<file path="src/rtl/fmdll_pkg.sv">
// rtl/fmdll_pkg.sv - shared FMDLL constants, FSM encoding and ratio clamp
package fmdll_pkg;

    localparam int CNT_W_DEF = 6;
    localparam int N_MIN     = 4;

    typedef enum logic {
        ST_START = 1'b0,
        ST_RUN   = 1'b1
    } fsm_state_t;

    function automatic int clamp_ratio(input int n);
        return (n < N_MIN) ? N_MIN : n;
    endfunction

endpackage

</file>
<file path="src/rtl/hld_clk_div_gen_if.sv">
// rtl/hld_clk_div_gen_if.sv - config request and phase/divide outputs of the hold divider
interface hld_clk_div_gen_if
    import fmdll_pkg::*;
#(
    parameter int CNT_W = CNT_W_DEF
);
    logic [CNT_W-1:0] n_ratio;
    logic             m_sel;
    logic             ratio_load;
    logic             clk2;
    logic             clk4;
    logic             DIV_M;
    logic             M;
    logic             cfg_ack;
    logic             cfg_pend;

    modport master (
        output n_ratio, m_sel, ratio_load,
        input  clk2, clk4, DIV_M, M, cfg_ack, cfg_pend
    );

    modport slave (
        input  n_ratio, m_sel, ratio_load,
        output clk2, clk4, DIV_M, M, cfg_ack, cfg_pend
    );
endinterface

</file>
<file path="src/rtl/hld_cfg_shadow.sv">
// rtl/hld_cfg_shadow.sv - pending ratio/mode registers applied only at a divider wrap
module hld_cfg_shadow
    import fmdll_pkg::*;
#(
    parameter int CNT_W = CNT_W_DEF,
    parameter int DEF_N = 8
) (
    input  logic             clk,
    input  logic             rst_n,
    input  logic [CNT_W-1:0] n_ratio,
    input  logic             m_sel,
    input  logic             ratio_load,
    input  logic             apply,
    output logic [CNT_W-1:0] n_act,
    output logic             m_next,
    output logic             cfg_pend,
    output logic             cfg_ack
);
    localparam logic [CNT_W-1:0] N_DEF_C = CNT_W'(clamp_ratio(DEF_N));

    logic [CNT_W-1:0] n_clamp;
    logic [CNT_W-1:0] n_next;
    logic [CNT_W-1:0] pend_n;
    logic             pend_m;
    logic             m_act;

    // A load coinciding with the apply edge bypasses the pending registers.
    always_comb begin
        n_clamp = (n_ratio < CNT_W'(N_MIN)) ? CNT_W'(N_MIN) : n_ratio;
        n_next  = n_act;
        m_next  = m_act;
        if (apply && ratio_load) begin
            n_next = n_clamp;
            m_next = m_sel;
        end else if (apply && cfg_pend) begin
            n_next = pend_n;
            m_next = pend_m;
        end
    end

    always_ff @(posedge clk or negedge rst_n) begin
        if (!rst_n) begin
            n_act    <= N_DEF_C;
            m_act    <= 1'b0;
            pend_n   <= N_DEF_C;
            pend_m   <= 1'b0;
            cfg_pend <= 1'b0;
            cfg_ack  <= 1'b0;
        end else begin
            n_act   <= n_next;
            m_act   <= m_next;
            cfg_ack <= apply && (ratio_load || cfg_pend);
            if (apply) begin
                cfg_pend <= 1'b0;
            end else if (ratio_load) begin
                cfg_pend <= 1'b1;
                pend_n   <= n_clamp;
                pend_m   <= m_sel;
            end
        end
    end
endmodule

</file>
<file path="src/rtl/hld_clk_div_gen.sv">
// rtl/hld_clk_div_gen.sv - clk2/clk4/DIV_M/M generator for the FMDLL hold-control path
module hld_clk_div_gen
    import fmdll_pkg::*;
#(
    parameter int CNT_W     = CNT_W_DEF,
    parameter int DEF_N     = 8,
    parameter int START_CYC = 2
) (
    input  logic                clk,
    input  logic                rst_n,
    hld_clk_div_gen_if.slave    bus
);
    localparam int SC_W = (START_CYC < 2) ? 1 : $clog2(START_CYC + 1);

    fsm_state_t       state;
    logic [SC_W-1:0]  sc_cnt;
    logic [CNT_W-1:0] cnt;
    logic [CNT_W-1:0] cnt_nxt;
    logic [CNT_W-1:0] n_act;
    logic [CNT_W-1:0] n_last;
    logic             m_next;
    logic             wrap;
    logic             start_done;
    logic             apply;
    logic             clk2_q;
    logic             clk4_q;
    logic             div_m_q;
    logic             m_q;

    hld_cfg_shadow #(
        .CNT_W (CNT_W),
        .DEF_N (DEF_N)
    ) u_shadow (
        .clk        (clk),
        .rst_n      (rst_n),
        .n_ratio    (bus.n_ratio),
        .m_sel      (bus.m_sel),
        .ratio_load (bus.ratio_load),
        .apply      (apply),
        .n_act      (n_act),
        .m_next     (m_next),
        .cfg_pend   (bus.cfg_pend),
        .cfg_ack    (bus.cfg_ack)
    );

    // Config is applied both at a RUN wrap and on the START->RUN entry edge.
    always_comb begin
        n_last     = n_act - CNT_W'(1);
        wrap       = (state == ST_RUN) && (cnt == n_last);
        start_done = (state == ST_START) && (sc_cnt == SC_W'(START_CYC));
        apply      = wrap || start_done;
        cnt_nxt    = ((state == ST_RUN) && !wrap) ? cnt + CNT_W'(1) : '0;
    end

    // Outputs are computed from cnt_nxt so they line up with the registered cnt.
    always_ff @(posedge clk or negedge rst_n) begin
        if (!rst_n) begin
            state   <= ST_START;
            sc_cnt  <= '0;
            cnt     <= '0;
            clk2_q  <= 1'b0;
            clk4_q  <= 1'b0;
            div_m_q <= 1'b0;
            m_q     <= 1'b0;
        end else begin
            cnt <= cnt_nxt;
            case (state)
                ST_START: begin
                    if (start_done) begin
                        state <= ST_RUN;
                        m_q   <= m_next;
                    end else begin
                        sc_cnt <= sc_cnt + SC_W'(1);
                    end
                end
                ST_RUN: begin
                    clk2_q  <= cnt_nxt[0];
                    clk4_q  <= cnt_nxt[1];
                    div_m_q <= (cnt_nxt == n_last);
                    m_q     <= m_next;
                end
            endcase
        end
    end

    assign bus.clk2  = clk2_q;
    assign bus.clk4  = clk4_q;
    assign bus.DIV_M = div_m_q;
    assign bus.M     = m_q;
endmodule

</file>
<file path="src/flat_wrapper.sv">
// flat-port wrapper written by rule: the top's interface ports become plain ports
module hld_clk_div_gen_flat import fmdll_pkg::*;
#(
    parameter int CNT_W     = CNT_W_DEF,
    parameter int DEF_N     = 8,
    parameter int START_CYC = 2
)
  (clk, rst_n, bus_n_ratio, bus_m_sel, bus_ratio_load, bus_clk2, bus_clk4, bus_DIV_M, bus_M, bus_cfg_ack, bus_cfg_pend);
  hld_clk_div_gen_if #(.CNT_W(CNT_W)) bus_i ();
  input  logic clk;
  input  logic rst_n;
  input wire logic [$bits(bus_i.n_ratio)-1:0] bus_n_ratio;
  input wire logic [$bits(bus_i.m_sel)-1:0] bus_m_sel;
  input wire logic [$bits(bus_i.ratio_load)-1:0] bus_ratio_load;
  output wire logic [$bits(bus_i.clk2)-1:0] bus_clk2;
  output wire logic [$bits(bus_i.clk4)-1:0] bus_clk4;
  output wire logic [$bits(bus_i.DIV_M)-1:0] bus_DIV_M;
  output wire logic [$bits(bus_i.M)-1:0] bus_M;
  output wire logic [$bits(bus_i.cfg_ack)-1:0] bus_cfg_ack;
  output wire logic [$bits(bus_i.cfg_pend)-1:0] bus_cfg_pend;
  assign bus_i.n_ratio = bus_n_ratio;
  assign bus_i.m_sel = bus_m_sel;
  assign bus_i.ratio_load = bus_ratio_load;
  assign bus_clk2 = bus_i.clk2;
  assign bus_clk4 = bus_i.clk4;
  assign bus_DIV_M = bus_i.DIV_M;
  assign bus_M = bus_i.M;
  assign bus_cfg_ack = bus_i.cfg_ack;
  assign bus_cfg_pend = bus_i.cfg_pend;
  hld_clk_div_gen #(.CNT_W(CNT_W), .DEF_N(DEF_N), .START_CYC(START_CYC)) u_core (.clk(clk), .rst_n(rst_n), .bus(bus_i));
endmodule
</file>
<file path="config.mk">
export PLATFORM = sky130hd
export DESIGN_NAME = hld_clk_div_gen_flat
export DESIGN_NICKNAME = d
export VERILOG_FILES = /design/src/rtl/fmdll_pkg.sv /design/src/rtl/hld_clk_div_gen_if.sv /design/src/rtl/hld_cfg_shadow.sv /design/src/rtl/hld_clk_div_gen.sv /design/src/flat_wrapper.sv
export SDC_FILE = /design/constraint.sdc
export NUM_CORES = 1
export LEC_CHECK = 0
export BUFFER_PORTS_ARGS = -buffer_cell sky130_fd_sc_hd__buf_2
export CORE_MARGIN = 2
export CORE_UTILIZATION = 23
export DETAILED_ROUTE_END_ITERATION = 12
export PLACE_DENSITY_LB_ADDON = 0.3
export SYNTH_ARGS = -nofsm -noshare
export SYNTH_HDL_FRONTEND = slang
export SYNTH_SLANG_ARGS = --single-unit
</file>
<file path="constraint.sdc">
create_clock -name clk -period 5 [get_ports clk]
set_input_delay 0.5 -clock clk [delete_from_list [all_inputs] [get_ports clk]]
set_output_delay 0.5 -clock clk [all_outputs]
set_load 0.1 [all_outputs]
</file>
======== Yosys cells after proc, flatten, opt, wreduce, memory -nomap -nowiden ========
Index checks and enable logic that the tools add are counted.
storage, ports and cells
  output and inout bits ................... 6
  bits in registers ....................... 29
  logic and storage cells ................. 49
  input port bits ......................... 10
cells by class
  bitwise gates (word level) .............. 3
  equal/unequal tests ..................... 4
  add/sub/neg operators ................... 3
  $lt $le $gt $ge ......................... 1
  reduce and logical (&&, ||, !) cells .... 13
  muxes and demuxes ....................... 12
operators by type and width
  cell                                                                      count
  6-bit two-way mux                                                         4
  6-bit == test                                                             2
  1-bit two-way mux                                                         7
  6-bit by 1-bit adder with 6-bit output (second input constant)            1
  1-bit logical AND                                                         6
  6-bit by 3-bit < comparator with 1-bit output (second input constant)     1
  6-bit by 1-bit subtractor with 6-bit output (second input constant)       1
  2-bit AND reduction                                                       2
  2-bit nonzero test                                                        2
  1-bit inverter                                                            3
  2-bit by 1-bit adder with 2-bit output (second input constant)            1
  2-bit == test (second input constant)                                     1
  1-bit logical OR                                                          2
  2-bit by 1-bit inequality test with 1-bit output (second input constant)  1
  1-bit case mux with 2 select lines                                        1
  1-bit zero test                                                           1

======== Longest topological paths before layout ========
Gate-level depths: netlist (run 1).
  depth in word-level cells ............... 9
  mapped depth ............................ 9
  gate-level depth less buffers ........... 9

======== By module ========
From an unflattened synthesis (run 1), not the netlist that was laid out.
unflattened totals
  cells, all modules ...................... 148
  area, all modules ....................... 1,569.0 um2
modules (own cells, without submodules)
  module           seq. area each (um2)  cells an instance  area an instance (um2)  instances
  hld_clk_div_gen  325.3                 84                 860.8                   1
  hld_cfg_shadow   402.9                 64                 708.2                   1

======== Least setup slack after synthesis (run 1) ========
No wires, ideal clock.
  path kind ............................... register to register
  start point ............................. reg u_core.u_shadow.n_act[0]
  end point ............................... reg u_core.u_shadow.pend_m
  cell stages (with the launch flop) ...... 9
  library setup time ...................... 0.125 ns
  path buffers ............................ 0
  arrival ................................. 2.063 ns
  slack ................................... 2.812 ns
  period minus slack after synthesis ...... 2.188 ns
  data required time ...................... 4.875 ns
  path through ............................ dfrtp_1 -> inv_1 -> ha_1 -> xnor2_1 -> xnor2_1 -> nor4_4 -> a31oi_4 -> nand2_2 -> mux2_2
between the ends
  word-level cells in the longest chain between the ends .. 6
RTL lines
  item                                         RTL line               text
  start: declaration                           hld_cfg_shadow.sv:14   output logic [CNT_W-1:0] n_act,
  start signal: assignment                     hld_cfg_shadow.sv:50   n_act <= n_next;
  6-bit by 1-bit subtractor with 6-bit output  hld_clk_div_gen.sv:48  n_last = n_act - CNT_W'(1);
  6-bit == test                                hld_clk_div_gen.sv:49  wrap = (state == ST_RUN) && (cnt == n_last);
  1-bit logical AND                            hld_clk_div_gen.sv:49
  1-bit logical OR                             hld_clk_div_gen.sv:51  apply = wrap || start_done;
  1-bit inverter (no line)                     --
  2-bit AND reduction (no line)                --
  end signal: assignment                       hld_cfg_shadow.sv:58   pend_m <= m_sel;
  end: declaration                             hld_cfg_shadow.sv:24   logic pend_m;
Every way passes these cells.
A chain may end at the register's enable or synchronous reset.

======== Final worst setup path (run 1) ========
  start point ............................. reg u_core.u_shadow.n_act[0]
  end point ............................... reg u_core.u_shadow.pend_n[1]
between the ends
  word-level cells in the longest chain between the ends .. 6
RTL lines
  item                                         RTL line               text
  6-bit by 1-bit subtractor with 6-bit output  hld_clk_div_gen.sv:48
  6-bit == test                                hld_clk_div_gen.sv:49
  1-bit logical AND                            hld_clk_div_gen.sv:49
  1-bit logical OR                             hld_clk_div_gen.sv:51
  1-bit inverter (no line)                     --
  2-bit AND reduction (no line)                --
  end signal: assignment                       hld_cfg_shadow.sv:57   pend_n <= n_clamp;
  end: declaration                             hld_cfg_shadow.sv:23   logic [CNT_W-1:0] pend_n;
Every way passes these cells.

==> results of run 1 <==
synthesized netlist by cell type (all sizes together) (2+ instances only):
cell type   n  area (um2)
nand2       6        25.0
a21oi       7        35.0
dfstp       2        52.6
nor3        3        15.0
dfrtp      27         676
and3b       4        35.0
a22oi       3        22.5
nor4        2        27.5
buf         3        27.5
and2        2        12.5
nand3       3        15.0
mux2        6        67.6
or4         2        18.8
o22ai       6        37.5
nor2       10        40.0
ha          3        37.5
o2bb2ai     3        26.3
inv         8        30.0
a41o        2        20.0
xnor2      10        87.6
o21ai       4        20.0
o31ai       2        20.0
a31oi       2        27.5
nand2b      2        12.5
nor2b       7        43.8
o21a        2        15.0
mux2i       2        20.0
nor3b       2        20.0
clkbuf      3        11.3
xor2        5        43.8
logic make-up (layout without fill, tap and decap cells):
kind of cell,after synthesis,in the layout
compound gates,37,37
simple gates,47,47
fa+ha+maj,3,3
flops,29,29
buf+inv,14,31
mux,8,8
xor+xnor,16,16
cell type report:
cell class	count	area (um2)
inverter	8	30.0
tap	96	120
timing repair buffer	15	75.1
clock inverter	1	5.00
fill	724	4960
multi-input combinational	111	857
sequential	29	728
clock buffer	7	96.3
per-layer routing:
metal  vias to the layer above  part of all wire (%)  wire (um)  GRT usage, %
li1                        586                     -          -             -
met1                       574                    50       1690          14.2
met2                        22                    45       1520          13.6
met3                         7                   3.7        124          2.99
met4                         0                   1.2         42          4.27
met5                         -                     0          0             0
where the power goes:
group | leakage, nW | internal [mW] | switching (mW) | total [mW]
Combinational | 0.404 | 0.272 | 0.411 | 0.682
Sequential | 0.342 | 0.323 | 0.0883 | 0.412
Clock | 0.0542 | 0.124 | 0.0896 | 0.214
Total | 0.800 | 0.719 | 0.588 | 1.31
worst max path at each step:
stage,from,to,depth (start not counted)
floorplan,u_core.u_shadow.n_act[0],u_core.u_shadow.pend_m,8
global placement,u_core.u_shadow.n_act[0],u_core.u_shadow.pend_n[4],8
detailed placement,u_core.u_shadow.n_act[0],u_core.u_shadow.pend_n[1],8
CTS,u_core.u_shadow.n_act[0],u_core.u_shadow.pend_n[1],8
global route,u_core.u_shadow.n_act[0],u_core.u_shadow.pend_n[1],8
finish,u_core.u_shadow.n_act[0],u_core.u_shadow.pend_n[1],8
flip-flops by register name, summed over array words and instances (netlist names):
register / count
u_core.state: 1
u_core.sc_cnt: 2
u_core.bus.M: 1
u_core.u_shadow.cfg_ack: 1
u_core.bus.clk4: 1
u_core.u_shadow.cfg_pend: 1
u_core.u_shadow.m_act: 1
u_core.u_shadow.pend_n: 6
u_core.u_shadow.pend_m: 1
u_core.u_shadow.n_act: 6
u_core.bus.clk2: 1
u_core.cnt: 6
u_core.bus.DIV_M: 1
placed cells by master (no fill, tap or decap), types with 3 or more instances in the layout:
cell and n:
a21oi_1 7, a22oi_1 3, and3b_1 4, buf_2 15, clkbuf_8 7, dfrtp_1 27, ha_1 3, inv_1 7
mux2_2 6, nand2_1 5, nand3_1 3, nor2_1 9, nor2b_1 7, nor3_1 3, o21ai_0 4, o22ai_1 6
o2bb2ai_1 3, xnor2_1 10, xor2_1 5
==> results.tsv, run 1 <==
metric	value	unit
worst-margin pin slew	0.664	ns
post-DP HPWL	2.48	mm
Site Rows	30	
largest family of logic cells by synthesized area	simple AND/OR/NAND/NOR gates	
slack of the worst reg-to-reg path	2.41	ns
Post-synth EDFFs	0	
gr usage total	9.86	%
Final Power	1.31	mW
Inst Count DP	259	
Final Net Count	183	
number of synthesis warnings	0	
drt drc	0	
Setup CP Type	flip-flop to flip-flop	
Power per Cell Area	684	nW/um2
Final setup violation count	0	
WL/cell	12.6	um
Peak VDD IR	0.337	mV
CP bufs+invs	1	
dpl ws	2.39	ns
drt total wl	3.38	mm
clock buffer depth	2	
Layout Cells excl Fill	267	
full die area	7890	um2
Synth Area in XOR/XNOR	9.38	%
grt ovf	0	
Relative slew margins	55.8	%
routed via count	1189	
Final WS setup	2.41	ns
hold slack	0.251	ns
cells after synthesis	154	
syn_nets	167	
Port Buffers	15	
main flop type after synthesis	dfrtp_1	
clock latency on the worst-skew pair	0.28	ns
Starting DRT DRC Count	34	
antenna-violating nets left	0	
GPL Wtd Cong	0.819	
mux contribution to synthesized area	5.30	%
post-synthesis adder-cell area fraction	2.27	%
Die W	88.8	um
core area	6870	um2
P&R area growth vs syn	15.6	%
# clock sinks	29	
TNS Setup	0	ns
Synth Area in Simple Gates	18.0	%
arrival time at the worst endpoint	2.75	ns
post-cts sizing count	0	
DR pass1 iterations	4	
Synth Cell Area	1650	um2
Mean Syn Cell Area	10.7	um2
crit-path max cell delay	0.42	ns
largest net degree at the start of global routing	30	
WP data required	5.16	ns
Final Max Tran Viols	0	
Hold WC Path Type	primary input to asynchronous set/reset pin	
reg2reg path depth	8	
CP Capture Type	flip-flop	
flops & latches, synth	29	
maxcap violations	0	
crit path time final	2.59	ns
Cell Area, Placed	1810	um2
critical-path cell list	inv_1, ha_1, xnor2_1, xnor2_1, nor4_4, a31oi_4, nand2_2, mux2_2	
final core utilization	27.8	%
Critical Path Fanout Max	12	
Synth Area in Compound Gates	16.9	%
reg-to-reg startpoint	u_core.u_shadow.n_act[0]	
# diodes	0	
IO Count	16	
final hold viol count	0	
Leak	0.800	nW
Post-CTS Setup Repair Bufs	0	
Worst Skew	0.00430	ns
Slowest cell on crit path	nor4_4	
total CTS buffers	5	
RSZ-0062 raised after global routing	false	
most frequent CP cell	xnor2_1	
Initial Util	24.1	%
Startpoint Class	flip-flop	
period utilisation layout	51.8	%
Vert. Die Dim	88.8	um
number of vias per cell	4.45	
Synth async-reset ratio	100	%
Final Instance Area	1910	um2
antenna violations before repair	0	
sequential area share after synthesis	44.0	%
Max Freq	386	MHz
Top delay family on crit path	simple AND/OR/NAND/NOR gates	
fraction of layout cells with a size suffix above 1	25.1	%
vias in the first global route	1146	
TritonCTS clock tree	built	
clk slew on worst S/H paths	0.07	ns
Hold-fix buffers, CTS	0	
first-pass GRT wire length	5.88	mm
R2R Path End	u_core.u_shadow.pend_n[1]	
H-Tree Depth	2	
run status	complete, no violations	
distinct cell type count after synthesis	50	
CTS Root Cell	clkbuf_8	
(Power assumes the default switching activity.)
==> run 2, diff against run 1 <==
==> constraint.sdc (replaced) <==
create_clock -name clk -period 2.64 [get_ports clk]
set_input_delay 0.264 -clock clk [delete_from_list [all_inputs] [get_ports clk]]
set_output_delay 0.264 -clock clk [all_outputs]
set_load 0.1 [all_outputs]
==> results.tsv, run 2 (synthesis gave the netlist of run 1 again) <==
metric	value	unit	change
Top delay family on crit path	simple AND/OR/NAND/NOR gates		
routed length on met3	83	um	-33%
antenna violations before repair	0		unchanged
maxcap violations	0		unchanged
Setup CP Type	flip-flop to flip-flop		
Worst Skew	0.00844	ns	+0.00415 ns
Hold-fix buffers, CTS	0		unchanged
reg2reg path depth	8		unchanged
# clock sinks	29		unchanged
DR pass1 iterations	4		unchanged
Hold WC Path Type	primary input to asynchronous set/reset pin		
TritonCTS clock tree	built		
critical-path cell list	inv_1, ha_1, nor3b_2, xnor2_1, nor4_4, a31oi_4, nand2_2, mux2_2		
Final setup violation count	0		unchanged
CTS Root Cell	clkbuf_8		
Relative slew margins	56.4	%	+0.61 points
clock buffer depth	2		unchanged
run status	complete, no violations		
core area	6870	um2	unchanged
Initial Util	24.1	%	unchanged
Layout Cells excl Fill	269		+0.75%
H-Tree Depth	2		unchanged
gr usage total	9.93	%	+0.074 points
met1 WL	1.73	mm	+2.8%
Power per Cell Area	1320	nW/um2	+93%
clock latency on the worst-skew pair	0.28	ns	about the same
Max Freq	412	MHz	+6.5%
Final Net Count	185		+1.1%
Final Max Tran Viols	0		unchanged
GPL Wtd Cong	0.670		-18%
# diodes	0		unchanged
RSZ-0062 raised after global routing	false		
total CTS buffers	5		unchanged
WL/cell	12.7	um	+0.40%
post-cts sizing count	0		unchanged
routed via count	1185		-0.34%
most common cell after layout, fill and taps aside	dfrtp_1		
reg-to-reg startpoint	u_core.u_shadow.n_act[0]		
number of vias per cell	4.41		-1.1%
arrival time at the worst endpoint	2.59	ns	-0.16 ns
first-pass GRT wire length	6.04	mm	+2.8%
Post-CTS Setup Repair Bufs	0		unchanged
Critical Path Fanout Max	6		-6
worst-margin pin slew	0.654	ns	-0.00917 ns
period utilisation layout	92.0	%	+40 points
Inst Count DP	261		+0.77%
largest net degree at the start of global routing	30		unchanged
slack of the worst reg-to-reg path	0.21	ns	-2.20 ns
CP Capture Type	flip-flop		
Sequential cell area	728	um2	unchanged
antenna-violating nets left	0		unchanged
Cell Area, Placed	1830	um2	+0.83%
IO Count	16		unchanged
vias in the first global route	1208		+5.4%
grt ovf	0		unchanged
clk slew on worst S/H paths	0.06	ns	about the same
footprint of the multi-input gates	857	um2	unchanged
Largest regs	u_core.cnt: 6 flops, u_core.u_shadow.n_act: 6 flops, u_core.u_shadow.pend_n: 6 flops		
crit-path max cell delay	0.49	ns	+0.07 ns
Slowest cell on crit path	nor4_4		
Startpoint Class	flip-flop		
Routed met2 length	1.56	mm	+2.2%
FILL cells	729		+0.69%
DR top layer	met4		
drt total wl	3.41	mm	+1.2%
crit path time final	2.43	ns	-0.158 ns
Starting DRT DRC Count	44		+29%
fraction of layout cells with a size suffix above 1	25.4	%	+0.29 points
Final Instance Area	1930	um2	+1.1%
P&R area growth vs syn	16.9	%	
Vert. Die Dim	88.8	um	unchanged
post-DP HPWL	2.48	mm	+0.25%
TNS Setup	0	ns	unchanged
R2R Path End	u_core.u_shadow.pend_n[1]		
CP bufs+invs	1		unchanged
Leak	0.810	nW	+1.2%
Peak VDD IR	0.439	mV	+30%
drt drc	0		unchanged
WP data required	2.80	ns	-2.36 ns
Site Rows	30		unchanged
Die W	88.8	um	unchanged
commonest non-fill, non-tap cells in the layout	dfrtp_1, buf_2, xnor2_1		
Final Power	2.55	mW	+95%
full die area	7890	um2	unchanged
Port Buffers	15		unchanged
final hold viol count	0		unchanged
crit path from	u_core.u_shadow.n_act[0]		
==> run 2: cell types whose count changed in the layout (fill, tap and decap cells not counted) <==
| cell | delta |
|---|---|
| clkbuf_1 | +1 |
| buf_4 | +2 |
| clkbuf_8 | -2 |
| bufinv_16 | +1 |
==> run 2: worst max-delay path by stage <==
| stage | to | slack [ns] | cells past startpoint |
|---|---|---|---|
| floorplan | u_core.u_shadow.pend_m | 0.45 | 8 |
| global placement | u_core.u_shadow.pend_n[1] | 0.28 | 8 |
| detailed placement | u_core.u_shadow.pend_n[5] | 0.20 | 8 |
| CTS | u_core.u_shadow.pend_n[1] | 0.21 | 8 |
| global route | u_core.u_shadow.pend_m | 0.02 | 8 |
| finish | u_core.u_shadow.pend_n[1] | 0.21 | 8 |
==> run 2: worst register-to-register path: cells and delay by family (launching register included) <==
kind / cells / cell delay [ns]
fa+ha+maj: 1 / 0.18
flops: 1 / 0.42
mux: 1 / 0.35
compound gates: 1 / 0.19
simple gates: 3 / 0.94
buf+inv: 1 / 0.10
xor+xnor: 1 / 0.15
==> run 2: metal layers <==
layer  track usage, %  vias to the layer above
li1                 -                      589
met1             14.4                      578
met2             14.3                       13
met3             2.24                        5
met4             3.72                        0
met5                0                        -
==> run 2: per-stage QoR <==
step / utilization (%) / setup slack [ns] / hold slack, ns
2_1_floorplan: - / 0.452 / -0.0316
3_3_place_gp: 26.6 / 0.283 / 0.345
3_5_place_dp: 26.6 / 0.202 / 0.347
4_1_cts: 28.1 / 0.205 / 0.0408
5_1_grt: 28.1 / 0.0239 / 0.0641
6_report: 28.1 / 0.211 / 0.00955
==> run 2: layout make-up <==
cell class | count | area share, %
clock buffer | 6 | 3.75
timing repair buffer | 17 | 4.66
sequential | 29 | 37.7
inverter | 8 | 1.55
tap | 96 | 6.21
clock inverter | 2 | 1.81
multi-input combinational | 111 | 44.3
==> run 2: power breakdown <==
group          leakage, nW  switching, mW  total, mW  internal (mW)
clock network       0.0552          0.171      0.451          0.280
registers            0.342          0.173      0.786          0.612
logic                0.413          0.779       1.32          0.538
==> run 3, diff against run 2 <==
--- a/config.mk
+++ b/config.mk
@@ -6,6 +6,8 @@
 export NUM_CORES = 1
 export LEC_CHECK = 0
 export BUFFER_PORTS_ARGS = -buffer_cell sky130_fd_sc_hd__buf_2
+export CELL_PAD_IN_SITES_DETAIL_PLACEMENT = 0
+export CELL_PAD_IN_SITES_GLOBAL_PLACEMENT = 1
 export CORE_MARGIN = 2
 export CORE_UTILIZATION = 23
 export DETAILED_ROUTE_END_ITERATION = 12
==> results.tsv, run 3 (synthesis gave the netlist of run 1 again) <==
metric	value	unit	change
run status	complete, no violations		
WL/cell	12.8	um	+0.56%
final core utilization	28.4	%	+0.29 points
first-pass GRT wire length	6.14	mm	+1.6%
arrival time at the worst endpoint	2.59	ns	about the same
commonest non-fill, non-tap cells in the layout	dfrtp_1, buf_2, xnor2_1		
# diodes	0		unchanged
Startpoint Class	flip-flop		
vias in the first global route	1229		+1.7%
IO Count	16		unchanged
CP Capture Type	flip-flop		
Sequential cell area	728	um2	unchanged
Worst Skew	0.00579	ns	-0.00265 ns
drt total wl	3.45	mm	+0.94%
Max Freq	412	MHz	about the same
Final Max Tran Viols	0		unchanged
Final WS setup	0.210	ns	-0.000573 ns
TNS Setup	0	ns	unchanged
period utilisation layout	92.0	%	about the same
core area	6870	um2	unchanged
GPL Wtd Cong	0.722		+7.7%
FILL cells	738		+1.2%
antenna violations before repair	0		unchanged
fraction of layout cells with a size suffix above 1	26.4	%	+1.0 points
Final Power	2.59	mW	+1.3%
drt drc	0		unchanged
gr usage total	10.3	%	+0.40 points
grt ovf	0		unchanged
Critical Path Fanout Max	6		unchanged
TritonCTS clock tree	built		
Final Net Count	186		+0.54%
clock buffer depth	2		unchanged
routed via count	1193		+0.68%
Power per Cell Area	1320	nW/um2	+0.26%
DR pass1 iterations	4		unchanged
Largest regs	u_core.cnt: 6 flops, u_core.u_shadow.n_act: 6 flops, u_core.u_shadow.pend_n: 6 flops		
number of vias per cell	4.42		+0.30%
Relative slew margins	55.8	%	-0.54 points
crit path time final	2.43	ns	+0.000573 ns
P&R area growth vs syn	18.1	%	
Hold WC Path Type	primary input to asynchronous set/reset pin		
footprint of the multi-input gates	857	um2	unchanged
CTS Root Cell	clkbuf_8		
clock latency on the worst-skew pair	0.28	ns	about the same
dpl ws	0.191	ns	-0.0114 ns
WP data required	2.81	ns	about the same
Die W	88.8	um	unchanged
Layout Cells excl Fill	270		+0.37%
final hold viol count	0		unchanged
post-cts sizing count	0		unchanged
Vert. Die Dim	88.8	um	unchanged
Port Buffers	15		unchanged
Inst Count DP	261		unchanged
antenna-violating nets left	0		unchanged
Site Rows	30		unchanged
largest net degree at the start of global routing	30		unchanged
Leak	0.818	nW	+0.93%
Final setup violation count	0		unchanged
Post-CTS Setup Repair Bufs	0		unchanged
full die area	7890	um2	unchanged
Initial Util	24.1	%	unchanged
maxcap violations	0		unchanged
worst-margin pin slew	0.663	ns	+0.00810 ns
H-Tree Depth	2		unchanged
Starting DRT DRC Count	63		+43%
# clock sinks	29		unchanged
Setup CP Type	flip-flop to flip-flop		
Peak VDD IR	0.476	mV	+8.4%
total CTS buffers	5		unchanged
most common cell after layout, fill and taps aside	dfrtp_1		
Hold-fix buffers, CTS	0		unchanged
post-DP HPWL	2.52	mm	+1.5%
clk slew on worst S/H paths	0.07	ns	about the same
==> run 3: changes by cell type in the layout (fill, tap and decap cells not counted), sizes merged <==
cell / change
clkinvlp: +1
buf: +1
clkinv: -1
==> run 3: area by class of cell <==
class	count	share of cell area [%]
clock buffers	6	4.23
clock inverters	2	1.92
inverters	8	1.54
multi-input cells	111	43.9
flip-flops and latches	29	37.3
well taps	96	6.15
repair buffers	18	5.00
==> run 3: critical path, cell delays in order (launching register included) <==
cell     delay, ns
dfrtp_1       0.41
inv_1         0.09
ha_1          0.36
xor2_1        0.17
o21ai_0       0.15
nor4_4        0.28
buf_4         0.19
a31oi_4       0.12
nand2_2       0.20
mux2_2        0.35
==> run 3: path summary, 6_finish.rpt <==
check / start / endpoint / slack, ns / cells past startpoint
setup / recovery: u_core.u_shadow.n_act[0] / u_core.u_shadow.pend_n[1] / 0.21 / 9
hold / removal: rst_n / u_core.cnt[1] / 0.02 / 1
setup reg to reg: u_core.u_shadow.n_act[0] / u_core.u_shadow.pend_n[1] / 0.21 / 9
hold reg to reg: u_core.bus.M / u_core.bus.M / 0.49 / 2
max in group asynchronous: rst_n / u_core.u_shadow.n_act[0] / 2.19 / 1
min in group clk: bus_m_sel / u_core.u_shadow.pend_m / 0.22 / 2
==> run 3: per-stage QoR <==
| stage | hold WS [ns] | instance area [um2] |
|---|---|---|
| finish | 0.0159 | 1950 |
| global route | 0.0626 | 1950 |
| CTS | 0.0402 | 1950 |
| detailed placement | 0.345 | 1830 |
| global placement | 0.352 | 1830 |
| floorplan | -0.0316 | 1650 |
==> run 3: report_power, final <==
part	switching (mW)	internal, mW	leakage [nW]
combinational	0.777	0.546	0.418
clock	0.175	0.307	0.0574
sequential	0.170	0.612	0.342
==> run 3: routing by layer <==
layer	up-vias	track usage (%)	share of wire, %
met5	-	0	0
met4	0	3.31	0.87
met3	4	3.17	3.4
met2	14	15.5	46
met1	586	14.3	49
li1	589	-	-
